===== src/rtl/fpu_cordic_arith_pkg.sv =====
// Shared types and FP80 constants for the CORDIC arithmetic server.
package fpu_cordic_arith_pkg;

    // Per-channel handshake sequencing states.
    typedef enum logic [2:0] {
        IDLE    = 3'd0,
        ISSUE   = 3'd1,
        WAIT    = 3'd2,
        RESPOND = 3'd3,
        HOLD    = 3'd4
    } chan_state_t;

    // x87 "indefinite" quiet NaN, returned when a unit never answers.
    localparam logic [79:0] FP80_QNAN_INDEF = 80'hFFFF_C000000000000000;

    // Handy constants for benches and directed tests.
    localparam logic [79:0] FP80_ZERO = 80'h0000_0000000000000000;
    localparam logic [79:0] FP80_ONE  = 80'h3FFF_8000000000000000;
    localparam logic [79:0] FP80_HALF = 80'h3FFE_8000000000000000;

endpackage


===== src/rtl/fpu_arith_channel.sv =====
// One request/response channel: latches client operands, pulses the unit
// start, waits for the unit under a watchdog, and returns the result.
module fpu_arith_channel #(
    parameter int TIMEOUT_CYCLES = 64
) (
    input  logic        clk,
    input  logic        reset,
    // client side
    input  logic        req,
    input  logic [79:0] a,
    input  logic [79:0] b,
    input  logic        op,
    output logic [79:0] result,
    output logic        done,
    output logic        invalid,
    // unit side
    output logic        unit_start,
    output logic [79:0] unit_a,
    output logic [79:0] unit_b,
    output logic        unit_op,
    input  logic [79:0] unit_result,
    input  logic        unit_done,
    input  logic        unit_invalid,
    // single-cycle pulse when the watchdog expires
    output logic        timeout_pulse
);
    import fpu_cordic_arith_pkg::*;

    localparam logic [7:0] WD_LIMIT = 8'(TIMEOUT_CYCLES - 1);

    chan_state_t state, next_state;
    logic [7:0]  watchdog;
    logic [79:0] result_q;
    logic        invalid_q;
    logic [79:0] a_q, b_q;
    logic        op_q;

    // State register.
    always_ff @(posedge clk or posedge reset) begin
        if (reset) begin
            state <= IDLE;
        end else begin
            // NOTE: non-blocking so every flop samples pre-edge values and the
            // order of always_ff blocks cannot change behaviour.
            state <= next_state;
        end
    end

    // Operand latch, watchdog and result capture.
    always_ff @(posedge clk or posedge reset) begin
        if (reset) begin
            a_q       <= FP80_ZERO;
            b_q       <= FP80_ZERO;
            op_q      <= 1'b0;
            watchdog  <= 8'd0;
            result_q  <= FP80_ZERO;
            invalid_q <= 1'b0;
        end else begin
            case (state)
                IDLE: begin
                    if (req) begin
                        a_q  <= a;
                        b_q  <= b;
                        op_q <= op;
                    end
                end
                ISSUE: begin
                    watchdog <= 8'd0;
                    if (unit_done) begin
                        result_q  <= unit_result;
                        invalid_q <= unit_invalid;
                    end
                end
                WAIT: begin
                    if (unit_done) begin
                        result_q  <= unit_result;
                        invalid_q <= unit_invalid;
                    end else if (watchdog == WD_LIMIT) begin
                        result_q  <= FP80_QNAN_INDEF;
                        invalid_q <= 1'b1;
                    end else begin
                        watchdog <= watchdog + 8'd1;
                    end
                end
                default: ;
            endcase
        end
    end

    // Next-state and decoded strobes; unit done outside ISSUE/WAIT is ignored.
    always_comb begin
        // NOTE: defaults first so no path leaves a signal unassigned (no latch).
        next_state    = state;
        unit_start    = 1'b0;
        done          = 1'b0;
        timeout_pulse = 1'b0;
        case (state)
            IDLE:    if (req) next_state = ISSUE;
            ISSUE: begin
                unit_start = 1'b1;
                next_state = unit_done ? RESPOND : WAIT;
            end
            WAIT: begin
                if (unit_done) begin
                    next_state = RESPOND;
                end else if (watchdog == WD_LIMIT) begin
                    next_state    = RESPOND;
                    timeout_pulse = 1'b1;
                end
            end
            RESPOND: begin
                done       = 1'b1;
                next_state = HOLD;
            end
            HOLD:    if (!req) next_state = IDLE;
            default: next_state = IDLE;
        endcase
    end

    assign result  = result_q;
    assign invalid = invalid_q;
    assign unit_a  = a_q;
    assign unit_b  = b_q;
    assign unit_op = op_q;

endmodule


===== src/rtl/fpu_cordic_arith_server.sv =====
// Responder for the CORDIC wrapper's external add/sub and mul/div requests:
// two independent channels plus a sticky timeout flag.
module fpu_cordic_arith_server #(
    parameter int TIMEOUT_CYCLES = 64
) (
    input  logic        clk,
    input  logic        reset,
    input  logic        ext_addsub_req,
    input  logic [79:0] ext_addsub_a,
    input  logic [79:0] ext_addsub_b,
    input  logic        ext_addsub_sub,
    output logic [79:0] ext_addsub_result,
    output logic        ext_addsub_done,
    output logic        ext_addsub_invalid,
    input  logic        ext_muldiv_req,
    input  logic        ext_muldiv_op,
    input  logic [79:0] ext_muldiv_a,
    input  logic [79:0] ext_muldiv_b,
    output logic [79:0] ext_muldiv_result,
    output logic        ext_muldiv_done,
    output logic        ext_muldiv_invalid,
    output logic        addsub_start,
    output logic [79:0] addsub_a,
    output logic [79:0] addsub_b,
    output logic        addsub_sub,
    input  logic [79:0] addsub_result,
    input  logic        addsub_done,
    input  logic        addsub_invalid,
    output logic        muldiv_start,
    output logic        muldiv_op,
    output logic [79:0] muldiv_a,
    output logic [79:0] muldiv_b,
    input  logic [79:0] muldiv_result,
    input  logic        muldiv_done,
    input  logic        muldiv_invalid,
    output logic        timeout_flag
);
    logic addsub_timeout;
    logic muldiv_timeout;

    fpu_arith_channel #(.TIMEOUT_CYCLES(TIMEOUT_CYCLES)) u_addsub (
        .clk(clk), .reset(reset),
        .req(ext_addsub_req), .a(ext_addsub_a), .b(ext_addsub_b), .op(ext_addsub_sub),
        .result(ext_addsub_result), .done(ext_addsub_done), .invalid(ext_addsub_invalid),
        .unit_start(addsub_start), .unit_a(addsub_a), .unit_b(addsub_b), .unit_op(addsub_sub),
        .unit_result(addsub_result), .unit_done(addsub_done), .unit_invalid(addsub_invalid),
        .timeout_pulse(addsub_timeout)
    );

    fpu_arith_channel #(.TIMEOUT_CYCLES(TIMEOUT_CYCLES)) u_muldiv (
        .clk(clk), .reset(reset),
        .req(ext_muldiv_req), .a(ext_muldiv_a), .b(ext_muldiv_b), .op(ext_muldiv_op),
        .result(ext_muldiv_result), .done(ext_muldiv_done), .invalid(ext_muldiv_invalid),
        .unit_start(muldiv_start), .unit_a(muldiv_a), .unit_b(muldiv_b), .unit_op(muldiv_op),
        .unit_result(muldiv_result), .unit_done(muldiv_done), .unit_invalid(muldiv_invalid),
        .timeout_pulse(muldiv_timeout)
    );

    // Sticky timeout flag, cleared only by reset.
    always_ff @(posedge clk or posedge reset) begin
        if (reset) begin
            timeout_flag <= 1'b0;
        end else if (addsub_timeout || muldiv_timeout) begin
            timeout_flag <= 1'b1;
        end
    end

endmodule


===== config.mk =====
export PLATFORM = sky130hd
export DESIGN_NAME = fpu_cordic_arith_server
export DESIGN_NICKNAME = d
export VERILOG_FILES = /design/src/rtl/fpu_cordic_arith_pkg.sv /design/src/rtl/fpu_arith_channel.sv /design/src/rtl/fpu_cordic_arith_server.sv
export SDC_FILE = /design/constraint.sdc
export NUM_CORES = 1
export LEC_CHECK = 0
export ABC_AREA = 1
export ABC_CLOCK_PERIOD_IN_PS = 17300
export BUFFER_PORTS_ARGS = -buffer_cell sky130_fd_sc_hd__buf_2
export CAP_MARGIN = 25
export CORE_AREA = 3 3 385 387
export CTS_BUF_LIST = sky130_fd_sc_hd__clkbuf_4
export DETAILED_ROUTE_END_ITERATION = 7
export DIE_AREA = 0 0 388 390
export GPL_TIMING_DRIVEN = 0
export PLACE_DENSITY_LB_ADDON = 0.12
export SLEW_MARGIN = 40
export SYNTH_ARGS = -nofsm -noshare
export SYNTH_HDL_FRONTEND = slang
export SYNTH_SLANG_ARGS = --single-unit

===== constraint.sdc =====
create_clock -name clk -period 17.3 [get_ports clk]
set_input_delay 2.595 -clock clk [delete_from_list [all_inputs] [get_ports clk]]
set_output_delay 2.595 -clock clk [all_outputs]
set_load 0.05 [all_outputs]

After elaboration in Yosys (flattened, before gate mapping). Cells that the tools add are included.

Add/sub/neg operators: 2. Eq/ne operators: 22. Muxes and demuxes: 44. Reduce and logical (&&, ||, !) cells: 13.

Operators with widths (number): 80-bit two-way mux (6); 80-bit case mux with 2 select lines (2); 8-bit two-way mux (4); 8-bit case mux with 2 select lines (2); 3-bit case mux with 5 select lines (2); 3-bit two-way mux (8); 2-bit != test, second input constant (10); 1-bit two-way mux (18); 3-bit AND reduction (6); 8-bit by 1-bit adder with 8-bit output, second input constant (2); 8-bit by 6-bit == test with 1-bit output, second input constant (2); 3-bit by 2-bit == test with 1-bit output, second input constant (4); 3-bit by 1-bit == test with 1-bit output, second input constant (2); 3-bit == test, second input constant (2); 3-bit zero test (2); 3-bit by 2-bit != test with 1-bit output, second input constant (2); 1-bit case mux with 2 select lines (2); 2-bit AND reduction (2); 2-bit nonzero test (2); 1-bit logical OR (1).

Register bits after elaboration: 507. Input port bits: 490. Output and inout bits: 489. Logic and storage cells: 96.

Logic depth before layout (Yosys ltp). Gate-level depths: netlist of run 1.

Word-level depth: 5. Gate-level depth with buffers: 10. Gate-level depth less buffers: 9.

By module. Synthesis of run 1 repeated with hierarchy kept, for this count alone.

Cells, all modules: 1929. Area, all modules: 22108.7 µm².

By module, submodules not included: fpu_arith_channel (times used 2, cells each 962, area each 11034.3 µm², sequential area each 6331.1 µm²); fpu_cordic_arith_server (times used 1, cells each 5, area each 40.0 µm², sequential area each 25.0 µm²).

Worst setup path after synthesis of run 1. No wires, ideal clock.

Path kind: register -> output. Start: register u_addsub.state[0]. End: output port ext_addsub_done. Data arrival time: 1.547 ns. Data required time: 14.705 ns. Setup slack: 13.158 ns. Cell stages (with the launch flop): 3. Buffers on the path: 0. Cells stage by stage: dfrtp_1 inv_1 nor3_1.

Word-level cells in the longest chain between the ends: 2.

RTL lines: start, declared (line fpu_arith_channel.sv:31) `chan_state_t state, next_state;`; start signal, assigned (line fpu_arith_channel.sv:45) `state <= next_state;`; 3-bit by 2-bit == test with 1-bit output (line fpu_arith_channel.sv:97) `case (state)`; 1-bit two-way mux (line fpu_arith_channel.sv:97); end, declared (line fpu_cordic_arith_server.sv:13) `output logic ext_addsub_done,`.

No other way between the ends.

Worst setup path after layout of run 1.
Start: register u_muldiv.state[2]. End: output port muldiv_start.

Word-level cells in the longest chain between the ends: 2.

RTL lines: start, declared (line fpu_arith_channel.sv:31); start signal, assigned (line fpu_arith_channel.sv:45); 3-bit by 1-bit == test with 1-bit output (line fpu_arith_channel.sv:97); 1-bit two-way mux (line fpu_arith_channel.sv:97); end, declared (line fpu_cordic_arith_server.sv:29) `output logic muldiv_start,`.

No other way between the ends.

==> metrics.md, run 1 <==
| Metric | Value |
|---|---|
| Cts-stage hold buffer count | 0 |
| Die Span X | 388 um |
| Mapped Cells | approximately 1800 |
| Leak | about 16 nW |
| First-pass GRT wire length | 137000 um |
| Main area contributors after synthesis | dfrtp_1, mux2_2, nand2_1 |
| Clk sinks | approximately 510 |
| Internal power | about 3.4 mW |
| DRC | 0 |
| Non-filler cells, final | ~5000 |
| Starting density of the core | between 10 and 15% |
| Post-detail-place hpwl | around 77000 um |
| Hold Fails Final Rpt | 0 |
| Post-synthesis cell type count | 31 |
| Synth top area share | 61.2% |
| Starting DRT DRC Count | approximately 600 |
| Final ANT Viol Nets | 0 |
| Vias in the first global route | about 19000 |
| Commonest non-fill, non-tap cell in the layout | buf_2 |
| CP delay by family, top | buffers and inverters |
| Worst setup SP type | register |
| Sequential share of power | 27.6% |
| GR Overflow Total | 0 |
| Critical path type | register to output pin |
| TritonCTS clock tree | yes |
| Clk pwr share | between 10% and 20% |
| Tmin final | 5.23 ns |
| Worst slew margin | between 50% and 60% |
| Yosys top cell by area | dfrtp_1 |
| Buf/Inv on CP | 4 |
| Sequence of cells on the critical path | inv_1 -> nand3_4 -> inv_2 -> buf_2 -> buf_2 |
| Final Power | roughly 7.5 mW |
| First-pass iteration count of the detailed router | 4 |
| Worst Slack Setup Final | 12.07 ns |
| Post-Syn Nets | around 2300 |
| Root Driver | clkbuf_4 |
| Critical Path End Type | output pin |
| Routed wire length per instance | roughly 19 um |
| Post-CTS resize count | 0 |
| Port Buffers | a little under 1000 |
| Metal2 WL | about 46000 um |
| Switching Power | between 4 and 5 mW |
| Worst IR Drop VDD | approximately 0.000083 V |
| Critical Path Max Stage Delay | around 0.43 ns |
| Crit Path Max Fanout | 10 |
| RSZ-0062 raised after global routing | false |
| Met3 WL post-DR | roughly 9600 um |
| Routed wire length | roughly 97000 um |
| Max Clk Rate | about 190 MHz |
| Avg Cell Area, Syn | about 12 um^2 |
| Final Util | a little over a fifth |
| CP Data Arrival Time | around 2.6 ns |
| Final Setup Violations | 0 |
| Post-synthesis instance area | slightly above 0.02 mm^2 |
| Sw frac | between 50% and 60% |
| Slew Limit Fails | 0 |
| CTS Buffer Depth | 3 |
| Overall Global Routing Usage | 12.5% |
| Seq/Total Area, Yosys | roughly three fifths |
| CP Data Required Time | between 10 and 15 ns |
| Layout cells sized above 1 | between 50% and 60% |
| Fillcell total | around 16000 |
| Core area | around 0.15 mm^2 |
| Largest net degree at the start of global routing | 67 |
| # Post-CTS Setup Buffers | 0 |
| Min-delay worst type | register to register |
| Row count | 140 |
| FF+latch count, synth | approximately 500 |
| Commonest cells after routing, fill and taps aside | buf_2, dfrtp_1, nand2_1 |
| CTS HTree Levels | 4 |
| DIE HEIGHT | around 390 um |
| Detail-routed via count per cell | approximately 3.5 |
| Crit share post-route | between 30% and 40% |
| Max-cap violations | 0 |
| Slowest CP cell | dfrtp_1 |
| Total number of yosys warnings | 0 |
| Placed Cells | around 4700 |
| Clock transition at the registers of the reported paths | 0.06 ns |
| Finished Cell Area | 0.0303 mm^2 |
| Via count | around 18000 |
| Pwr per Cell Area | roughly 250 mW/mm^2 |
| Placer Congestion | ~0.75 |
| Max Used Layer | met5 |
| Top cell by count, worst path | buf_2 |
| Final nets | between 3000 and 4000 |
| Worst Max-Slew Pin Slew | 0.603 ns |
| Area grow syn2layout | 46.3% |
| Ports | a little under 1000 |
| DP Area | 0.0283 mm^2 |
| CTS buffer count | approximately 160 |
| M1 WL | 38300 um |
| Clk_skew | 0.0650 ns |
| Combinational group share of total power | approximately 56% |
| Status | finished clean |
| Initial antenna violation count | 48 |
| Clock Latency Late Sink | between 1 and 1.5 ns |
| Post-Place Setup Slack | between 10 and 15 ns |
| Die Footprint | 0.151 mm^2 |
## per-layer routing
layer | track usage (%) | vias to the layer above
li1 | - | 8303
met1 | 13.9 | 8351
met2 | 20.9 | 752
met3 | 6.12 | 210
met4 | 3.90 | 32
met5 | 0 | -
## cells in the mapped netlist
library cell    n
nand2_4         1
o21ai_0         9
buf_4          11
nor3_1          3
nand2_1       418
xnor2_1         3
a31o_2          1
dfrtp_1       507
mux2_2        232
o211ai_1       62
o31ai_1         1
nand3_1       129
nand2_2         3
a21oi_1         1
nand3_2         1
ha_1            2
xor2_1          4
buf_6          20
inv_2           5
o21bai_1        2
nor2_1         86
nor2_2          1
nor3_4          1
o21ai_1         1
inv_1         121
nor2_4          1
buf_2          50
clkbuf_1       22
mux2_1         90
nand4_1         1
nand3_4         1
## flip-flops by register name, summed over array words and instances (netlist names), 8 cells and up
| name | count |
|---|---|
| u_addsub.result | 80 |
| u_addsub.unit_a | 80 |
| u_addsub.unit_b | 80 |
| u_muldiv.result | 80 |
| u_muldiv.unit_a | 80 |
| u_muldiv.unit_b | 80 |
| u_addsub.watchdog | 8 |
| u_muldiv.watchdog | 8 |
## cell type report
type / count / area [um^2] / area share (%)
buffer: 103 / 642 / 2.12
tap: 1917 / 2400 / 7.92
sequential: 507 / 12700 / 41.9
antenna: 25 / 62.6 / 0.206
inverter: 126 / 480 / 1.59
multi-input combinational: 1054 / 6910 / 22.8
timing repair buffer: 986 / 5130 / 16.9
clock buffer: 227 / 1700 / 5.62
clock inverter: 36 / 284 / 0.937
## path summary, 6_finish.rpt
kind	slack (ns)	from	cells past startpoint	end
setup / recovery	12.07	u_muldiv.state[2]$_DFFE_PP0P_	5	muldiv_start
hold / removal	0.46	u_muldiv.result[79]$_DFFE_PP0P_	2	u_muldiv.result[79]$_DFFE_PP0P_
setup reg to reg	14.99	u_addsub.state[1]$_DFFE_PP0P_	5	u_addsub.unit_a[71]$_DFFE_PP0P_
hold reg to reg	0.46	u_muldiv.result[79]$_DFFE_PP0P_	2	u_muldiv.result[79]$_DFFE_PP0P_
max in group asynchronous	13.97	reset	6	u_addsub.watchdog[0]$_DFFE_PP0P_
min in group asynchronous	1.54	reset	2	u_muldiv.unit_b[30]$_DFFE_PP0P_
## kinds of logic (layout without fill, tap and decap cells)
family	count (synthesis)	in the layout	synth area share [%]
AOI/OAI and AO/OA	77	77	2.66
xor gates and xnor gates	7	7	0.296
adders and majority gates	2	2	0.121
buffers and inverters	229	1478	5.38
DFF	507	507	61.2
muxes	322	322	17.5
other	0	25	0
and+or+nand+nor	646	646	12.8
## metrics by stage
stage | TNS, ns | hold WS, ns
after floorplan | 0 | 0.474
after global placement | -4259.86 | 0.452
after detailed placement | 0 | 0.454
after CTS | 0 | 0.468
after global routing | 0 | 0.486
final | 0 | 0.462
## power by group through the flow
stage,Sequential (mW),Clock [mW],Combinational [mW]
floorplan,4.00,0,1.04
global route,2.14,1.39,4.40
CTS,2.07,1.33,4.25
finish,2.06,1.24,4.16
detailed placement,2.08,0,4.25
global placement,2.09,0,4.25
## tightest hold or removal path: stages (launching register included)
cell     delay (ns)
dfrtp_1        0.33
nand2_1        0.05
nand2_1        0.04
No activity file was read; power rests on OpenSTA's default activity.
==> run 2, diff against run 1 <==
- ABC_AREA: 1 -> 0
- ABC_CLOCK_PERIOD_IN_PS: 17300 -> 5150
- CORE_AREA: 3 3 385 387 -> 3 3 377 379
- DIE_AREA: 0 0 388 390 -> 0 0 380 382
- clock period: 17.3 -> 5.15 ns (I/O delays scaled with it)
==> run 2 against run 1 <==
  * Area after synthesis down 8.8%
  * Design area increased by 11%
  * Register-to-register slack worse by 12 ns
  * Die area shrank 4.1%
  * First-iteration DRC count decreased by 19%
  * Non-clock buffer count rose by 472
  * Synthesized cell count shrank 34%
  * Wire length is 12% lower
  * Worst setup slack lost 10 ns
  * Flip-flop and latch count unchanged
  * Critical endpoint is now addsub_start
  * Largest power group unchanged
  * Highest routed layer is now met4
==> metrics.md, run 2 <==
| Metric | Value |
|---|---|
| Worst Slack Setup Final | 1.95 ns (-10.12 ns) |
| Most frequent cell after synthesis | dfrtp_1 |
| Met3 WL post-DR | 6710 um (-30%) |
| FF-to-FF Start | u_muldiv.state[0]$_DFFE_PP0P_ |
| Fillcell total | 15000 (-7.9%) |
| Vias in the first global route | 19300 (+2.2%) |
| Initial antenna violation count | 9 (-81%) |
| Final nets | 3323 (-3.2%) |
| CTS buffer count | 159 (-3.0%) |
| Main area contributors after synthesis | dfrtp_1, mux2_2, a22o_1 |
| DRC | 0 (unchanged) |
| Worst hold margin | 0.305 ns (-0.158 ns) |
| Placer Congestion | 0.846 (+12%) |
| Max Clk Rate | approximately 310 MHz |
| Detail-routed via count per cell | 3.51 (-0.93%) |
| # Post-CTS Setup Buffers | 0 (unchanged) |
| Layout cells sized above 1 | 55.8% (+4.6 points) |
| Pwr per Cell Area | 748 mW/mm^2 (+200%) |
| Metal2 WL | 43000 um (-7.3%) |
| Reg area | 0.0127 mm^2 (unchanged) |
| Core area | 0.139 mm^2 (-4.1%) |
| Avg Cell Area, Syn | 16.0 um^2 (+38%) |
| DIE HEIGHT | 382 um (-2.1%) |
| FF+latch count, synth | 507 (unchanged) |
| Finished Cell Area | 0.0336 mm^2 (+11%) |
| Row count | 137 (-2.1%) |
| Clock Latency Late Sink | 1.01 ns (-0.02 ns) |
| Min-delay worst type | primary input to asynchronous set/reset pin |
| CTS Buffer Depth | 3 (unchanged) |
| Primary FF master, synth | dfrtp_1 |
| Synth top area share | 67.2% (+5.9 points) |
| Commonest non-fill, non-tap cell in the layout | buf_2 |
| Overall Global Routing Usage | 11.5% (-0.99 points) |
| Hold Fails Final Rpt | 0 (unchanged) |
| Largest net degree at the start of global routing | 26 (-61%) |
| M1 WL | 31900 um (-17%) |
| Post-Syn Nets | 1673 (-27%) |
| CP startpoint | u_addsub.state[2]$_DFFE_PP0P_ |
| Max Used Layer | met4 |
| Area grow syn2layout | 78.0% |
| Clock transition at the registers of the reported paths | 0.07 ns (about the same) |
| Post-synthesis cell type count | 49 (+58%) |
| Die Span X | 380 um (-2.1%) |
| Port Buffers | 976 (-0.10%) |
| Leak | 15.9 nW (+1.3%) |
| CP Data Arrival Time | 2.43 ns (-0.21 ns) |
| Final Power | 25.2 mW (+240%) |
| Routed wire length | 85000 um (-12%) |
| Critical Path End Type | output pin |
| Yosys top cell by area | dfrtp_1 |
| TritonCTS clock tree | yes |
| Clk_skew | 0.0788 ns (+0.0137 ns) |
| Die Footprint | 0.145 mm^2 (-4.1%) |
| Crit Path Max Fanout | 8 (-2) |
| Post-detail-place hpwl | 67400 um (-12%) |
| Via count | 16900 (-4.1%) |
| Tmin final | 3.20 ns |
| CTS HTree Levels | 4 (unchanged) |
| Worst slew margin | 51.8% (-8.0 points) |
| GR Overflow Total | 0 (unchanged) |
| Critical path type | register to output pin |
| Total number of yosys warnings | 0 (unchanged) |
| Slew Limit Fails | 0 (unchanged) |
| Max-cap violations | 0 (unchanged) |
| CP Data Required Time | 4.38 ns (-10.32 ns) |
| Final Setup Violations | 0 (unchanged) |
| Final Util | 24.2% (+3.3 points) |
| Ports | 979 (unchanged) |
| Clk sinks | 507 (unchanged) |
| Final ANT Viol Nets | 0 (unchanged) |
| Post-synthesis instance area | 0.0189 mm^2 (-8.8%) |
| Seq/Total Area, Yosys | 67.2% (+5.9 points) |
| Ys async rst share | 100% (unchanged) |
| Worst IR Drop VDD | 0.000407 V (+390%) |
| Root Driver | clkbuf_4 |
| Starting density of the core | 13.6% (-0.69 points) |
| Worst setup SP type | register |
| First-pass GRT wire length | 125000 um (-9.0%) |
| Post-Place Setup Slack | 2.01 ns (-10.44 ns) |
| Starting DRT DRC Count | 488 (-19%) |
| Status | finished clean |
| Routed wire length per instance | 17.6 um (-9.4%) |
| Multi-input gate area | 0.00579 mm^2 (-16%) |
| RSZ-0062 raised after global routing | false |
| Worst Max-Slew Pin Slew | 0.723 ns (+0.120 ns) |
| Mapped Cells | 1181 (-34%) |
| EDFF count, synth | 0 (unchanged) |
| First-pass iteration count of the detailed router | 4 (unchanged) |
| Commonest cells after routing, fill and taps aside | buf_2, dfrtp_1, dlygate4sd3_1 |
| DP Area | 0.0267 mm^2 (-5.4%) |
| Post-synth top cells | dfrtp_1, mux2_2, a22o_1 |
| Crit share post-route | just over 60% |
-- run 2: worst paths after layout --
kind / to / slack, ns / cells after the start
max in group asynchronous: u_muldiv.unit_b[32]$_DFFE_PP0P_ / 2.92 / 11
min reg2reg: u_muldiv.invalid$_DFFE_PP0P_ / 0.48 / 1
max reg2reg: u_muldiv.unit_b[38]$_DFFE_PP0P_ / 2.50 / 6
min: u_muldiv.unit_a[42]$_DFFE_PP0P_ / 0.30 / 3
max: addsub_start / 1.95 / 4
min in group clk: u_muldiv.state[0]$_DFFE_PP0P_ / 0.32 / 4
-- run 2: where the power goes --
| group | switching, mW | internal (mW) |
|---|---|---|
| clock network | 1.91 | 2.20 |
| logic | 10.1 | 3.94 |
| registers | 1.08 | 5.97 |
| total | 13.0 | 12.1 |
-- run 2: kinds of logic after synthesis --
logic type | share of synthesized area [%]
multiplexers | 19.3
AND/OR/NAND/NOR | 2.01
adder cells (fa/ha/maj) | 0.132
XOR/XNOR | 0.0464
AO/OA/AOI/OAI | 9.11
flip-flops | 67.2
buffers and inverters | 2.27
-- run 2: cell type report --
class | instances | area share (%)
Buffer | 72 | 1.20
Sequential cell | 507 | 37.7
Clock inverter | 45 | 0.964
Timing Repair Buffer | 1489 | 30.8
Antenna cell | 8 | 0.0595
Multi-Input combinational cell | 595 | 17.2
Inverter | 7 | 0.0893
Tap cell | 1876 | 6.98
Clock buffer | 224 | 5.00
-- run 2: layer usage --
layer | track usage, % | up-vias
li1 | - | 7741
met1 | 12.4 | 8253
met2 | 20.1 | 734
met3 | 4.26 | 201
met4 | 5.17 | 0
met5 | 0 | -
-- run 2: timing repair --
| action | 4_1_cts | 5_1_grt |
|---|---|---|
| gates resized for setup | 0 | 0 |
| endpoints found under the hold margin | 547 | 0 |
| endpoints found under the setup margin | 0 | 0 |
| hold buffers | 487 | 0 |
-- run 2: critical path, cell delays in order (launching register included) --
cell,delay [ns]
dfrtp_1,0.47
or3b_1,0.40
buf_6,0.15
inv_1,0.09
buf_2,0.31
-- run 2: stage by stage --
step	TNS, ns	cells
after detailed placement	0	4059
after global routing	0	4821
final	0	4823
after CTS	0	4815
after floorplan	-1269.98	1181
after global placement	-3095.36	4033
